[config.mk]
export PLATFORM = sky130hd
export DESIGN_NAME = muldiv_unit
export DESIGN_NICKNAME = d
export VERILOG_FILES = /design/src/rtl/muldiv_unit.sv
export SDC_FILE = /design/constraint.sdc
export NUM_CORES = 1
export LEC_CHECK = 0
export ABC_CLOCK_PERIOD_IN_PS = 5400
export CELL_PAD_IN_SITES_DETAIL_PLACEMENT = 1
export CELL_PAD_IN_SITES_GLOBAL_PLACEMENT = 1
export CORE_UTILIZATION = 42
export DETAILED_ROUTE_END_ITERATION = 16
export PLACE_DENSITY_LB_ADDON = 0.1
export SLEW_MARGIN = 30
export SYNTH_ARGS = -nofsm -noshare
export SYNTH_HDL_FRONTEND = slang
export SYNTH_SLANG_ARGS = --single-unit
[constraint.sdc]
create_clock -name clk -period 5.4 [get_ports clk]
set_input_delay 1.08 -clock clk [delete_from_list [all_inputs] [get_ports clk]]
set_output_delay 1.08 -clock clk [all_outputs]
set_load 0.03 [all_outputs]
[src/rtl/muldiv_unit.sv]
`default_nettype none
`timescale 1ns/1ps
// ============================================================================
//  Module      : muldiv_unit
//  Description : Iterative RV32M multiply/divide unit for the EX stage.
//                Radix-2 shift-add multiply and restoring divide, with
//                single-cycle fast paths for divide-by-zero and signed
//                overflow. Requests a pipeline stall while busy.
//  Revision    : 1.0 - initial release
// ============================================================================
module muldiv_unit #(
  parameter int WORD_LEN  = 32,
  parameter int CNT_WIDTH = 6
) (
  input  logic                clk,
  input  logic                rst_n,
  input  logic                start,
  input  logic [2:0]          op,
  input  logic [WORD_LEN-1:0] opA,
  input  logic [WORD_LEN-1:0] opB,
  input  logic                flush,
  output logic                stall,
  output logic                valid,
  output logic [WORD_LEN-1:0] result
);

  typedef enum logic [1:0] {
    IDLE = 2'd0,
    CALC = 2'd1,
    DONE = 2'd2
  } state_t;

  localparam logic [2:0] OP_MUL    = 3'b000;
  localparam logic [2:0] OP_MULH   = 3'b001;
  localparam logic [2:0] OP_MULHSU = 3'b010;
  localparam logic [2:0] OP_MULHU  = 3'b011;
  localparam logic [2:0] OP_DIV    = 3'b100;
  localparam logic [2:0] OP_DIVU   = 3'b101;
  localparam logic [2:0] OP_REM    = 3'b110;
  localparam logic [2:0] OP_REMU   = 3'b111;

  localparam logic [CNT_WIDTH-1:0] LAST_ITER = CNT_WIDTH'(WORD_LEN - 1);
  localparam logic [WORD_LEN-1:0]  MOST_NEG  = {1'b1, {(WORD_LEN-1){1'b0}}};

  state_t                state_q, state_d;
  logic [CNT_WIDTH-1:0]  cnt_q, cnt_d;
  logic [2:0]            op_q, op_d;
  logic                  neg_q, neg_d;          // final result must be negated
  logic [WORD_LEN-1:0]   opnd_q, opnd_d;        // multiplicand or divisor magnitude
  logic [2*WORD_LEN-1:0] prod_q, prod_d;        // {partial product, multiplier}
  logic [WORD_LEN:0]     rem_q, rem_d;          // partial remainder (extra bit for borrow)
  logic [WORD_LEN-1:0]   quo_q, quo_d;          // dividend shifting out, quotient shifting in
  logic [WORD_LEN-1:0]   result_q, result_d;
  logic                  valid_q, valid_d;

  logic                  signed_a, signed_b, a_neg, b_neg;
  logic [WORD_LEN-1:0]   abs_a, abs_b;
  logic                  div_zero, div_ovf;
  logic [WORD_LEN:0]     mul_sum;
  logic [2*WORD_LEN-1:0] prod_step, prod_fin;
  logic [WORD_LEN+1:0]   div_diff;
  logic [WORD_LEN:0]     rem_step;
  logic [WORD_LEN-1:0]   quo_step, quo_fin, rem_fin, fin_res;

  // Operand decode, one datapath iteration and the sign-corrected final result
  always_comb begin
    signed_a = (op == OP_MULH) || (op == OP_MULHSU) || (op == OP_DIV) || (op == OP_REM);
    signed_b = (op == OP_MULH) || (op == OP_DIV) || (op == OP_REM);
    a_neg    = signed_a && opA[WORD_LEN-1];
    b_neg    = signed_b && opB[WORD_LEN-1];
    abs_a    = a_neg ? -opA : opA;
    abs_b    = b_neg ? -opB : opB;
    div_zero = op[2] && (opB == '0);
    div_ovf  = op[2] && !op[0] && (opA == MOST_NEG) && (opB == '1);

    // Shift-add: conditionally add multiplicand to the upper half, shift right.
    mul_sum   = {1'b0, prod_q[2*WORD_LEN-1:WORD_LEN]} + (prod_q[0] ? {1'b0, opnd_q} : '0);
    prod_step = {mul_sum, prod_q[WORD_LEN-1:1]};

    // Restoring divide: shift in next dividend bit, keep the difference if no borrow.
    div_diff = {rem_q, quo_q[WORD_LEN-1]} - {2'b00, opnd_q};
    if (div_diff[WORD_LEN+1]) begin
      rem_step = {rem_q[WORD_LEN-1:0], quo_q[WORD_LEN-1]};
      quo_step = {quo_q[WORD_LEN-2:0], 1'b0};
    end else begin
      rem_step = div_diff[WORD_LEN:0];
      quo_step = {quo_q[WORD_LEN-2:0], 1'b1};
    end

    // MUL never sets neg_q, so prod_fin also serves as the plain low product.
    prod_fin = neg_q ? -prod_step : prod_step;
    quo_fin  = neg_q ? -quo_step : quo_step;
    rem_fin  = neg_q ? -rem_step[WORD_LEN-1:0] : rem_step[WORD_LEN-1:0];

    case (op_q)
      OP_MUL:                       fin_res = prod_fin[WORD_LEN-1:0];
      OP_MULH, OP_MULHSU, OP_MULHU: fin_res = prod_fin[2*WORD_LEN-1:WORD_LEN];
      OP_DIV, OP_DIVU:              fin_res = quo_fin;
      OP_REM, OP_REMU:              fin_res = rem_fin;
      default:                      fin_res = prod_fin[WORD_LEN-1:0];
    endcase
  end

  // Next-state logic for the IDLE -> CALC -> DONE sequencer and its datapath
  always_comb begin
    state_d  = state_q;
    cnt_d    = cnt_q;
    op_d     = op_q;
    neg_d    = neg_q;
    opnd_d   = opnd_q;
    prod_d   = prod_q;
    rem_d    = rem_q;
    quo_d    = quo_q;
    result_d = result_q;
    valid_d  = 1'b0;

    case (state_q)
      IDLE: begin
        if (start && !flush) begin
          op_d  = op;
          cnt_d = '0;
          // Remainder follows the dividend; everything else follows sign(A)^sign(B).
          neg_d = (op[2] && op[1]) ? a_neg : (a_neg ^ b_neg);
          if (div_zero) begin
            result_d = op[1] ? opA : '1;
            valid_d  = 1'b1;
            state_d  = DONE;
          end else if (div_ovf) begin
            result_d = op[1] ? '0 : MOST_NEG;
            valid_d  = 1'b1;
            state_d  = DONE;
          end else begin
            opnd_d  = op[2] ? abs_b : abs_a;
            prod_d  = {{WORD_LEN{1'b0}}, abs_b};
            rem_d   = '0;
            quo_d   = abs_a;
            state_d = CALC;
          end
        end
      end
      CALC: begin
        if (flush) begin
          cnt_d   = '0;
          state_d = IDLE;
        end else begin
          cnt_d = cnt_q + CNT_WIDTH'(1);
          if (op_q[2]) begin
            rem_d = rem_step;
            quo_d = quo_step;
          end else begin
            prod_d = prod_step;
          end
          if (cnt_q == LAST_ITER) begin
            result_d = fin_res;
            valid_d  = 1'b1;
            state_d  = DONE;
          end
        end
      end
      DONE: begin
        // start here still belongs to the completing instruction
        cnt_d   = '0;
        state_d = IDLE;
      end
      default: begin
        cnt_d   = '0;
        state_d = IDLE;
      end
    endcase
  end

  // State and datapath registers, cleared asynchronously
  always_ff @(posedge clk or negedge rst_n) begin
    if (!rst_n) begin
      state_q  <= IDLE;
      cnt_q    <= '0;
      op_q     <= '0;
      neg_q    <= 1'b0;
      opnd_q   <= '0;
      prod_q   <= '0;
      rem_q    <= '0;
      quo_q    <= '0;
      result_q <= '0;
      valid_q  <= 1'b0;
    end else begin
      state_q  <= state_d;
      cnt_q    <= cnt_d;
      op_q     <= op_d;
      neg_q    <= neg_d;
      opnd_q   <= opnd_d;
      prod_q   <= prod_d;
      rem_q    <= rem_d;
      quo_q    <= quo_d;
      result_q <= result_d;
      valid_q  <= valid_d;
    end
  end

  assign stall  = ((state_q == IDLE) && start && !flush) || (state_q == CALC);
  assign valid  = valid_q;
  assign result = result_q;

endmodule
`default_nettype wire

# --- Word level (Yosys, flattened, before mapping) ---
# Cells that the tools add are included.
op_classes:
  bitwise_logic: 3
  muxes: 52
  addsub: 8
  n_reduce_logical: 31
  n_eq_ne: 24
op_table:
  columns: ["operator", "count"]
  rows:
  - ["$mux W32", 18]
  - ["$mux W64", 6]
  - ["$mux W33", 6]
  - ["$neg A32 Y32", 4]
  - ["$pmux W32 S2", 2]
  - ["$pmux W32 S4", 1]
  - ["$pmux W64 S2", 1]
  - ["$pmux W33 S2", 1]
  - ["$eq A32 B32 Y1 const B", 2]
  - ["$neg A64 Y64", 1]
  - ["$sub A34 B32 Y34", 1]
  - ["$add A32 B32 Y33", 1]
  - ["$logic_not A32 Y1", 1]
  - ["$eq A3 B3 Y1 const B", 6]
  - ["$ne A2 B2 Y1 const B", 7]
  - ["$mux W6", 2]
  - ["$pmux W6 S2", 1]
  - ["$reduce_and A6 Y1", 2]
  - ["$logic_and A1 B1 Y1", 10]
  - ["$mux W2", 5]
  - ["$eq A3 B2 Y1 const B", 3]
  - ["$mux W1", 7]
  - ["$add A6 B1 Y6 const B", 1]
  - ["$eq A3 B1 Y1 const B", 2]
  - ["17 further kinds", 27]
word_totals:
  output_inout_bits: 34
  word_cells: 128
  in_bits: 71
  ff_bits: 206

# --- Logic depth before layout (Yosys ltp) ---
# Gate-level depths: netlist (run 1).
depth:
  ltp_word: 10
  mapped_depth: 23
  ltp_nobuf: 19

# --- Worst setup path after synthesis (run 1) ---
# No wires, ideal clock.
synth_path:
  kind: "flip-flop to flip-flop"
  startpoint: "register rem_q[6]"
  endpoint: "register result_q[26] (netlist: result[26])"
  path_buffers: 4
  arrival_ns: 5.387
  path_stages_with_launch: 23
  path_slack_ns: -0.116
  setup_time_ns: 0.129
  required_time_ns: 5.271
  synth_period_minus_slack_ns: 5.516
  cell_sequence: "dfrtp_1 -> ha_1 -> clkbuf_1 -> and3_1 -> clkbuf_1 -> nand3_1 -> a21oi_1 -> nor3_1 -> o31ai_1 -> xor2_1 -> inv_2 -> clkbuf_1 -> clkbuf_1 -> mux2i_1 -> ha_1 -> inv_1 -> or4_1 -> mux2i_1 -> o21ai_1 -> or4_1 -> and4_1 -> a211oi_1 -> a21oi_1"
synth_between:
  elab_chain_len: 8
  word_cells_on_any_way: 11
  cone_classes: "add/sub (3); mux (8)"
synth_rtl:
  columns: ["item", "line_no", "text"]
  rows:
  - ["start, declared", "51", "logic [WORD_LEN:0] rem_q, rem_d;"]
  - ["start signal, assigned", "192", "rem_q <= rem_d;"]
  - ["$sub A34 B32 Y34", "81", "div_diff = {rem_q, quo_q[WORD_LEN-1]} - {2'b00, opnd_q};"]
  - ["$mux W33 or $mux W1 (tied branches)", "82", "if (div_diff[WORD_LEN+1]) begin"]
  - ["$neg A32 Y32, on equally long branches", "93, 92", null]
  - ["$mux W32, on equally long branches", "93, 92", null]
  - ["$pmux W32 S4 *", "95", "case (op_q)"]
  - ["$mux W32 *", "153", "if (cnt_q == LAST_ITER) begin"]
  - ["$mux W32 *", "142", "if (flush) begin"]
  - ["$pmux W32 S2 *", "117", "case (state_q)"]
  - ["end signal, assigned", "194", "result_q <= result_d;"]
  - ["end, declared", "53", "logic [WORD_LEN-1:0] result_q, result_d;"]
# Every way passes the cells marked *; elsewhere a longest branch is shown, timed or not. The select of a mux whose other input is x is not followed.
# A chain may end at the register's enable or synchronous reset.

# --- Worst setup path in the final report (run 1) ---
layout_path:
  startpoint: "register prod_q[0]"
  endpoint: "register result_q[30] (netlist: result[30])"
layout_between:
  elab_chain_len: 8
layout_rtl:
  columns: ["item", "line_no", "text"]
  rows:
  - ["start, declared", "50", "logic [2*WORD_LEN-1:0] prod_q, prod_d;"]
  - ["start signal, assigned", "191", "prod_q <= prod_d;"]
  - ["$mux W32 *", "77", "mul_sum = {1'b0, prod_q[2*WORD_LEN-1:WORD_LEN]} + (prod_q[0] ? {1'b0, opnd_q} : '0);"]
  - ["$add A32 B32 Y33 *", "77", null]
  - ["$neg A64 Y64", "91", "prod_fin = neg_q ? -prod_step : prod_step;"]
  - ["$mux W64 *", "91", null]
  - ["$pmux W32 S4 *", "95", null]
  - ["$mux W32 *", "153", null]
  - ["$mux W32 *", "142", null]
  - ["$pmux W32 S2 *", "117", null]
# Marks and branches as above.

==> impl_metrics.py, run 1 <==
metrics = {
    "setup_path": {
        "arrival_ns": 5.70,
        "worstPathRequired_ns": 5.89,
        "endpoint_kind": "flip-flop",
        "path_class": "reg -> reg",
        "cp-start-kind": "flip-flop",
        "path_max_fanout": 15,
    },
    "detailed_routing": {
        "wl_per_cell_um": 27.0,
        "drt_drc_violations_left": 0,
        "drt_iter0_drc": 1760,
        "drt-pass1-iter-count": 8,
        "routed_via_density": 6.33,
        "vias": 20100,
        "routed_wl_mm": 85.7,
        "postRouteAntennaNets": 0,
    },
    "timing": {
        "clock_skew_ns": 0.0175,
        "rsz0062_at_grt": "no",
        "drv_slew": 0,
        "timing.final.crit_share": 0.966,
        "period_minus_slack_ns": 5.22,
        "fmax_ghz": 0.192,
        "finalHoldViolations": 0,
        "timing.hold.ws_ns": 0.472,
        "max_slew.worst_pin.slew_ns": 1.02,
        "finalSetupTns_ns": 0,
        "fin_ws_ns": 0.183,
        "setup_violations": 0,
        "relSlewSlack": 0.316,
    },
    "pwr": {
        "leakagePower_nw": 9.24,
        "switching_power_mw": 6.33,
        "pwr-share-clk": 0.174,
        "seq_power_share": 0.226,
        "swShare": 0.519,
        "power.total_mw": 12.2,
        "peakVddDrop_mv": 0.312,
        "powerDensity_mw_per_mm2": 554,
        "power.internal_mw": 5.86,
        "comb_power_share": 0.600,
    },
    "global_route": {
        "grt_usage": 0.375,
        "grt_use_met3": 0.0558,
        "grt_first_pass_wirelength_mm": 127,
        "antenna_found_initial": 5,
        "use_met2": 0.593,
        "grt_start_max_net_pins": 97,
        "grt.met1_usage": 0.491,
        "overflow": 0,
        "busiest_layer": "met2",
        "grt_pass1_vias": 20000,
    },
    "clocking": {
        "clk_pin_slew_ns": 0.06,
        "postCtsSetupRepairBufs": 0,
        "clockBufferDepth": 3,
        "clock-sinks": 206,
        "htreeDepth": 1,
        "cts_tree": "built",
        "numCtsBuffers": 28,
        "cts_root_buffer": "clkbuf_16",
        "insertion_delay_ns": 0.59,
    },
    "hold_path": {
        "min_path_type": "reg -> reg",
    },
    "yosys": {
        "syn_inst": 2485,
        "yosys_warnings": 0,
        "synth-seq-area-share": 0.274,
        "syn_nets": 2629,
        "synth-main-ff-cell": "dfrtp_1",
        "ys_ff_latch": 206,
        "synthDistinctLibCells": 88,
        "synth_edf_count": 0,
        "synth.avg_cell_area_um2": 7.58,
        "synthArstFlopShare": 1.00,
        "syn_area_mm2": 0.0188,
    },
    "status": {
        "status": "complete, no violations",
    },
    "layout": {
        "final_common_cell": "nand2_1",
        "nets": 2700,
        "drive_above_1_share": 0.0815,
        "final_cell_mix": "282 x nand2_1, 273 x o21ai_0, 232 x a21oi_1",
        "fin_util": 0.497,
        "area.growth.synth_to_final_pct": 16.8,
    },
    "die": {
        "die_w_um": 214,
        "die_h_um": 214,
        "die-area_mm2": 0.0457,
        "ios": 105,
        "core_mm2": 0.0442,
        "row_count": 77,
        "start_util": 0.426,
    },
    "placement": {
        "hpwlAfterDp_mm": 66.7,
        "io_buffer_count": 104,
        "place_ws_ns": -0.0743,
        "place.gp.congestion": 0.976,
    },
    "flow_run": {
        "maxCapViolCount": 0,
    },
}
[logic make-up after synthesis]
kind of cell             after synthesis  synth area share
adder cells (fa/ha/maj)               73            0.0493
AND/OR/NAND/NOR                      875             0.225
flip-flops                           206             0.274
multiplexers                          85            0.0462
XOR/XNOR                             209            0.0972
AO/OA/AOI/OAI                        809             0.262
buffers and inverters                228            0.0461
[flip-flops by register name (all words and copies together), names as in the netlist]
register  cells
rem_q        33
prod_q       64
state_q       2
op_q          3
neg_q         1
quo_q        32
result       32
cnt_q         6
opnd_q       32
valid         1
[cells in the mapped netlist (all sizes together) (40+ instances only)]
library cell | number | share of area
nand3 | 40 | 0.011
mux2i | 70 | 0.037
xor2 | 110 | 0.051
ha | 71 | 0.047
o21ai | 281 | 0.075
clkbuf | 142 | 0.028
nor3 | 66 | 0.018
nand2 | 283 | 0.057
and2 | 51 | 0.017
a21oi | 237 | 0.064
dfrtp | 206 | 0.27
xnor2 | 99 | 0.046
inv | 70 | 0.014
nor2 | 218 | 0.044
[worst paths after layout]
check                               start          to  slack, ns  cells after the start
worst min register to register   cnt_q[5]    cnt_q[5]       0.47                      1
max in group asynchronous           rst_n  result[31]       3.68                      2
worst min-delay path             cnt_q[5]    cnt_q[5]       0.47                      1
worst max-delay path            prod_q[0]  result[30]       0.18                     15
min in group asynchronous           rst_n   rem_q[28]       0.57                      1
worst max register to register  prod_q[0]  result[30]       0.18                     15
[final cells by class]
class	instances	area, um^2
fillers	5430	22200
multi-input cells	2051	13000
flip-flops and latches	206	5160
repair buffers	197	1810
clock buffers	37	785
well taps	592	741
inverters	72	270
clock inverters	15	245
diodes	1	2.50
[layer usage]
layer | vias up | part of all wire
li1 | 9155 | -
met1 | 10000 | 0.42
met2 | 686 | 0.45
met3 | 190 | 0.063
met4 | 4 | 0.063
met5 | - | 0.00029
[critical path, stage by stage, from the launching register on]
cell and delay [ns]:
dfrtp_1 0.46, buf_12 0.18, and2_1 0.14, ha_1 0.41
nand4_1 0.22, or4_1 0.60, o21ai_0 0.34, xor2_1 0.15
or4b_1 0.66, or4b_4 0.58, buf_4 0.16, nand4b_4 0.18
o41ai_2 0.37, xnor2_1 0.11, a211o_1 0.37, a21bo_1 0.18
[timing repair]
action	CTS	global route
hold buffers	0	0
pin swaps	0	1
gates resized for setup	1	21
setup endpoints to repair	1	14
gates cloned	0	0
[stage by stage]
stage	instances	instance area, um^2
2_1_floorplan	2485	18800
3_3_place_gp	3118	20800
3_5_place_dp	3118	20800
4_1_cts	3170	21900
5_1_grt	3170	22000
6_report	3171	22000
[power by group through the flow]
| stage | registers [mW] | logic (mW) | clock network (mW) |
|---|---|---|---|
| global placement | 2.70 | 6.90 | 0 |
| floorplan | 2.40 | 4.60 | 0 |
| detailed placement | 2.75 | 7.04 | 0 |
| finish | 2.76 | 7.31 | 2.12 |
| CTS | 2.72 | 7.12 | 2.14 |
| global route | 2.81 | 7.82 | 2.19 |
Note: power is estimated with default switching activity, not from simulation.
==> run 2, diff against run 1 <==
Settings changed: ABC_CLOCK_PERIOD_IN_PS 5400 to 5200, CORE_UTILIZATION 42 to 46.
Clock period 5.4 ns to 5.2 ns, I/O delays scaled along.
==> run 2 against run 1 <==
Compared with the run above: first-iteration DRC count is 12% higher; clock power about the same; highest routed layer unchanged; largest power group unchanged; utilization rose by 5.4 points; critical path type unchanged; global-route usage rose by 3.3 points.
==> impl_metrics.py, run 2 (synthesis results as in run 1) <==
metrics = {
    "die": {
        "die-area_mm2": 0.0417,
        "row_count": 73,
        "die_w_um": 204,
        "die_h_um": 204,
        "start_util": 0.471,
        "core_mm2": 0.0400,
        "ios": 105,
    },
    "setup_path": {
        "cp-start-kind": "flip-flop",
        "endpoint_kind": "flip-flop",
        "path_max_fanout": 12,
        "r2r_end": "result[31]",
        "rr_startpoint": "prod_q[0]",
        "crit_buf_inv": 5,
        "arrival_ns": 5.54,
        "cp_cell_sequence": "buf_4 -> buf_4 -> and2_1 -> ha_1 -> buf_4 -> and2_1 -> and3_1 -> a221oi_1 -> nand4_1 -> a2111oi_1 -> buf_4 -> o21bai_1 -> a21oi_1 -> xnor2_1 -> nor4_1 -> mux2i_1 -> nor4_1 -> buf_4 -> a31oi_1",
        "cpPeakStageDelay_ns": 0.53,
        "cp_slowest_cell": "a2111oi_1",
        "path_class": "reg -> reg",
        "worstPathRequired_ns": 5.63,
        "cp_top_family": "simple AND/OR/NAND/NOR gates",
        "regToRegSetupSlack_ns": 0.09,
        "ff2ff_path_depth": 19,
        "crit_top_cell": "buf_4",
    },
    "clocking": {
        "clock-sinks": 206,
        "cts_tree": "built",
        "clockBufferDepth": 3,
        "insertion_delay_ns": 0.58,
        "numCtsBuffers": 27,
        "cts_hold_buf": 0,
        "htreeDepth": 1,
        "clk_pin_slew_ns": 0.06,
        "cts_root_buffer": "clkbuf_16",
    },
    "placement": {
        "postPlaceCellArea_mm2": 0.0210,
        "dp_cells": 3076,
        "io_buffer_count": 104,
        "hpwlAfterDp_mm": 66.5,
        "place.gp.congestion": 1.06,
    },
    "global_route": {
        "overflow": 0,
        "grt_pass1_vias": 20400,
        "grt_first_pass_wirelength_mm": 128,
        "antenna_found_initial": 6,
        "grt_usage": 0.407,
        "grt_start_max_net_pins": 97,
    },
    "timing": {
        "period_minus_slack_ns": 5.11,
        "fmax_ghz": 0.196,
        "finalHoldViolations": 0,
        "max_slew.worst_pin.slew_ns": 1.11,
        "drv_slew": 0,
        "setup_violations": 0,
        "finalSetupTns_ns": 0,
        "rsz0062_at_grt": "yes",
        "clock_skew_ns": 0.0179,
        "timing.final.crit_share": 0.982,
        "relSlewSlack": 0.250,
    },
    "layout": {
        "largestRegisters": "prod_q: 64 flops, rem_q: 33 flops",
        "area.growth.synth_to_final_pct": 17.2,
        "drive_above_1_share": 0.0927,
        "fin_cells": 3125,
        "final_cell_mix": "282 x nand2_1, 271 x o21ai_0, 231 x a21oi_1",
        "final_common_cell": "nand2_1",
        "nets": 2724,
        "regMostFlops": "prod_q",
        "fin_area_mm2": 0.0221,
        "largest_reg_flops": 64,
        "fin_util": 0.552,
        "n_fill_cell": 4988,
    },
    "pwr": {
        "leakagePower_nw": 9.32,
        "powerDensity_mw_per_mm2": 579,
        "peakVddDrop_mv": 0.345,
        "power.total_mw": 12.8,
    },
    "detailed_routing": {
        "vias": 20600,
        "drt-pass1-iter-count": 5,
        "postRouteAntennaNets": 0,
        "routed_via_density": 6.59,
        "routed_wl_mm": 86.1,
        "wl_per_cell_um": 27.6,
        "drt_iter0_drc": 1979,
        "drt_drc_violations_left": 0,
    },
    "hold_path": {
        "hold_depth": 2,
        "min_path_type": "reg -> reg",
        "worstHoldStart": "prod_q[51]",
        "holdPathEnd": "prod_q[51]",
    },
    "status": {
        "status": "complete, no violations",
    },
    "flow_run": {
        "maxCapViolCount": 0,
    },
}
run 2: through the flow:
step           hold slack, ns  setup slack, ns
4_1_cts                 0.495          0.00292
6_report                0.495           0.0942
3_5_place_dp            0.482          -0.0693
3_3_place_gp            0.468           0.0711
2_1_floorplan           0.442          0.00243
5_1_grt                 0.524          -0.0224
run 2: repair_timing:
action / 4_1_cts / 5_1_grt
setup buffers: 0 / 0
hold endpoints to repair: 0 / 0
resized for setup: 1 / 34
pin swaps: 0 / 3
endpoints found under the setup margin: 3 / 11
run 2: where the power goes:
group	total, mW	internal [mW]	switching [mW]
Sequential	2.86	2.08	0.772
Clock	2.14	1.31	0.829
Combinational	7.79	2.71	5.08
Total	12.8	6.11	6.68
run 2: worst max-delay path by stage:
stage / startpoint / end / depth (start not counted)
finish: prod_q[0] / result[31] / 19
detailed placement: opnd_q[8] / result[30] / 20
global placement: opnd_q[1] / result[30] / 20
floorplan: rem_q[9] / result[26] / 21
global route: opnd_q[14] / result[30] / 20
CTS: opnd_q[1] / result[30] / 20
run 2: worst min-delay path, cell delays in order (launching register included):
cell and delay (ns):
dfrtp_1 0.35, nand2_1 0.05, o21ai_0 0.06
run 2: area by class of cell:
class | instances | area [um^2] | share of cell area
multi-input cells | 2051 | 13000 | 0.589
inverters | 72 | 270 | 0.0122
well taps | 525 | 657 | 0.0298
clock inverters | 16 | 274 | 0.0124
repair buffers | 222 | 2010 | 0.0912
diodes | 1 | 2.50 | 0.000113
clock buffers | 32 | 704 | 0.0319
flip-flops and latches | 206 | 5160 | 0.234
run 2: metal layers:
| metal | track usage | routed length [um] |
|---|---|---|
| met1 | 0.539 | 36300 |
| met5 | 0 | 30 |
| met2 | 0.649 | 38800 |
| met4 | 0.217 | 5480 |
| met3 | 0.0482 | 5530 |
==> run 3, diff against run 2 <==
--- a/config.mk
+++ b/config.mk
@@ -9,4 +9,5 @@
 export CELL_PAD_IN_SITES_DETAIL_PLACEMENT = 1
 export CELL_PAD_IN_SITES_GLOBAL_PLACEMENT = 1
+export CORE_ASPECT_RATIO = 0.8
 export CORE_UTILIZATION = 46
 export DETAILED_ROUTE_END_ITERATION = 16
==> constraint.sdc (replaced) <==
create_clock -name clk -period 5.2 [get_ports clk]
set_input_delay 0.52 -clock clk [delete_from_list [all_inputs] [get_ports clk]]
set_output_delay 0.52 -clock clk [all_outputs]
set_load 0.03 [all_outputs]
==> run 3 against run 2 <==
Compared with the run above: clock skew grew 0.015 ns; die area barely moved; cell area decreased by 0.31%; critical path type unchanged; largest cell class unchanged; largest power group unchanged; highest routed layer unchanged.
==> impl_metrics.py, run 3 (synthesis results as in run 1) <==
metrics = {
    "setup_path": {
        "endpoint_kind": "flip-flop",
        "worstPathRequired_ns": 5.65,
        "cp-start-kind": "flip-flop",
        "arrival_ns": 5.49,
        "path_max_fanout": 8,
        "path_class": "reg -> reg",
    },
    "layout": {
        "multi_input_area_mm2": 0.0130,
        "largestRegisters": "prod_q: 64 flops, rem_q: 33 flops",
        "drive_above_1_share": 0.0908,
        "final_common_cell": "nand2_1",
        "n_fill_cell": 4915,
        "regMostFlops": "prod_q",
        "fin_util": 0.552,
        "area.growth.synth_to_final_pct": 16.9,
        "largest_reg_flops": 64,
        "regArea_mm2": 0.00516,
        "final_cell_mix": "282 x nand2_1, 268 x o21ai_0, 230 x a21oi_1",
        "nets": 2715,
        "fin_area_mm2": 0.0220,
    },
    "die": {
        "die_h_um": 183,
        "ios": 105,
        "start_util": 0.472,
        "die_w_um": 228,
        "core_mm2": 0.0399,
        "die-area_mm2": 0.0417,
        "row_count": 65,
    },
    "detailed_routing": {
        "drt_drc_violations_left": 0,
        "drt-pass1-iter-count": 6,
        "wl_per_cell_um": 27.5,
        "postRouteAntennaNets": 0,
        "routed_wl_mm": 86.1,
        "routed_via_density": 6.65,
        "drt_iter0_drc": 2454,
        "vias": 20800,
    },
    "timing": {
        "fin_ws_ns": 0.159,
        "rsz0062_at_grt": "yes",
        "clock_skew_ns": 0.0328,
        "timing.final.crit_share": 0.969,
        "fmax_ghz": 0.198,
        "max_slew.worst_pin.slew_ns": 1.07,
        "finalHoldViolations": 0,
        "setup_violations": 0,
        "relSlewSlack": 0.286,
        "period_minus_slack_ns": 5.04,
        "drv_slew": 0,
    },
    "global_route": {
        "grt_start_max_net_pins": 105,
        "grt_first_pass_wirelength_mm": 129,
        "grt_usage": 0.403,
        "grt_pass1_vias": 20400,
        "overflow": 0,
        "antenna_found_initial": 2,
    },
    "pwr": {
        "powerDensity_mw_per_mm2": 579,
        "peakVddDrop_mv": 0.280,
        "leakagePower_nw": 9.26,
        "power.total_mw": 12.7,
    },
    "placement": {
        "hpwlAfterDp_mm": 66.6,
        "place.gp.congestion": 1.00,
        "postPlaceCellArea_mm2": 0.0209,
        "io_buffer_count": 104,
        "place_ws_ns": -0.244,
    },
    "clocking": {
        "clock-sinks": 206,
        "numCtsBuffers": 26,
        "cts_tree": "built",
        "insertion_delay_ns": 0.58,
        "htreeDepth": 1,
        "cts_root_buffer": "clkbuf_16",
        "clockBufferDepth": 3,
        "clk_pin_slew_ns": 0.06,
    },
    "status": {
        "status": "complete, no violations",
    },
    "flow_run": {
        "maxCapViolCount": 0,
    },
    "hold_path": {
        "min_path_type": "in -> async",
    },
}
-- run 3: cell count changes in the layout (fill, tap and decap cells not counted), sizes merged --
cell,before,now
bufinv,7,6
clkinvlp,3,1
buf,119,111
dlygate4sd3,0,1
inv,72,70
clkinv,6,7
-- run 3: critical path: stages, from the launching register on --
cell and delay [ns]:
dfrtp_1 0.42, inv_1 0.11, ha_1 0.34, a21oi_1 0.16
o21ai_1 0.10, or3_1 0.39, nor3_4 0.29, o31ai_2 0.12
buf_4 0.16, xor2_4 0.20, inv_4 0.14, mux2i_2 0.26
ha_2 0.22, inv_1 0.05, or4_1 0.53, mux2i_2 0.24
buf_4 0.18, nand3_1 0.08, o21ai_0 0.24, xor2_1 0.13
a221oi_2 0.49, nor2_1 0.09
-- run 3: final cells by class --
cell class | count | share of cell area
multi-input combinational | 2051 | 0.591
sequential | 206 | 0.235
timing repair buffer | 214 | 0.0887
clock buffer | 33 | 0.0321
tap | 536 | 0.0305
inverter | 72 | 0.0124
clock inverter | 12 | 0.0105
antenna | 1 | 0.000114
-- run 3: repair_timing --
item                       in CTS  in global routing
gates resized for setup         2                 40
pin swaps                       0                  3
hold buffers                    0                  1
hold endpoints to repair        0                 26
buffers inserted                0                  2
cloned                          0                  0
setup endpoints to repair       4                 13
-- run 3: metal layers --
metal  global-route usage  up-vias  part of all wire
met5                    0        -           0.00015
met4                0.205        2             0.057
met3               0.0611      213             0.073
met2                0.591      888              0.42
met1                0.575    10500              0.45
li1                     -     9172                 -
-- run 3: per-stage QoR --
step,instances,hold slack [ns],setup TNS [ns]
6_report,3125,0.393,0
5_1_grt,3124,0.420,-0.00396
4_1_cts,3120,0.0583,0
3_5_place_dp,3075,0.483,-0.301
3_3_place_gp,3075,0.468,-0.0297
2_1_floorplan,2485,0.224,0
-- run 3: report_power, final --
part	switching, mW	internal (mW)
Combinational	5.09	2.67
Sequential	0.804	2.08
Clock	0.820	1.26
-- run 3: worst paths after layout --
path | from | endpoint | slack (ns) | cells after the start
worst max register to register | opnd_q[10] | result[16] | 0.16 | 21
worst min-delay path | rst_n | cnt_q[0] | 0.39 | 2
worst max-delay path | opnd_q[10] | result[16] | 0.16 | 21
worst min register to register | cnt_q[5] | cnt_q[5] | 0.49 | 1
max in group asynchronous | rst_n | opnd_q[15] | 3.81 | 3
min in group clk | cnt_q[5] | cnt_q[5] | 0.49 | 1
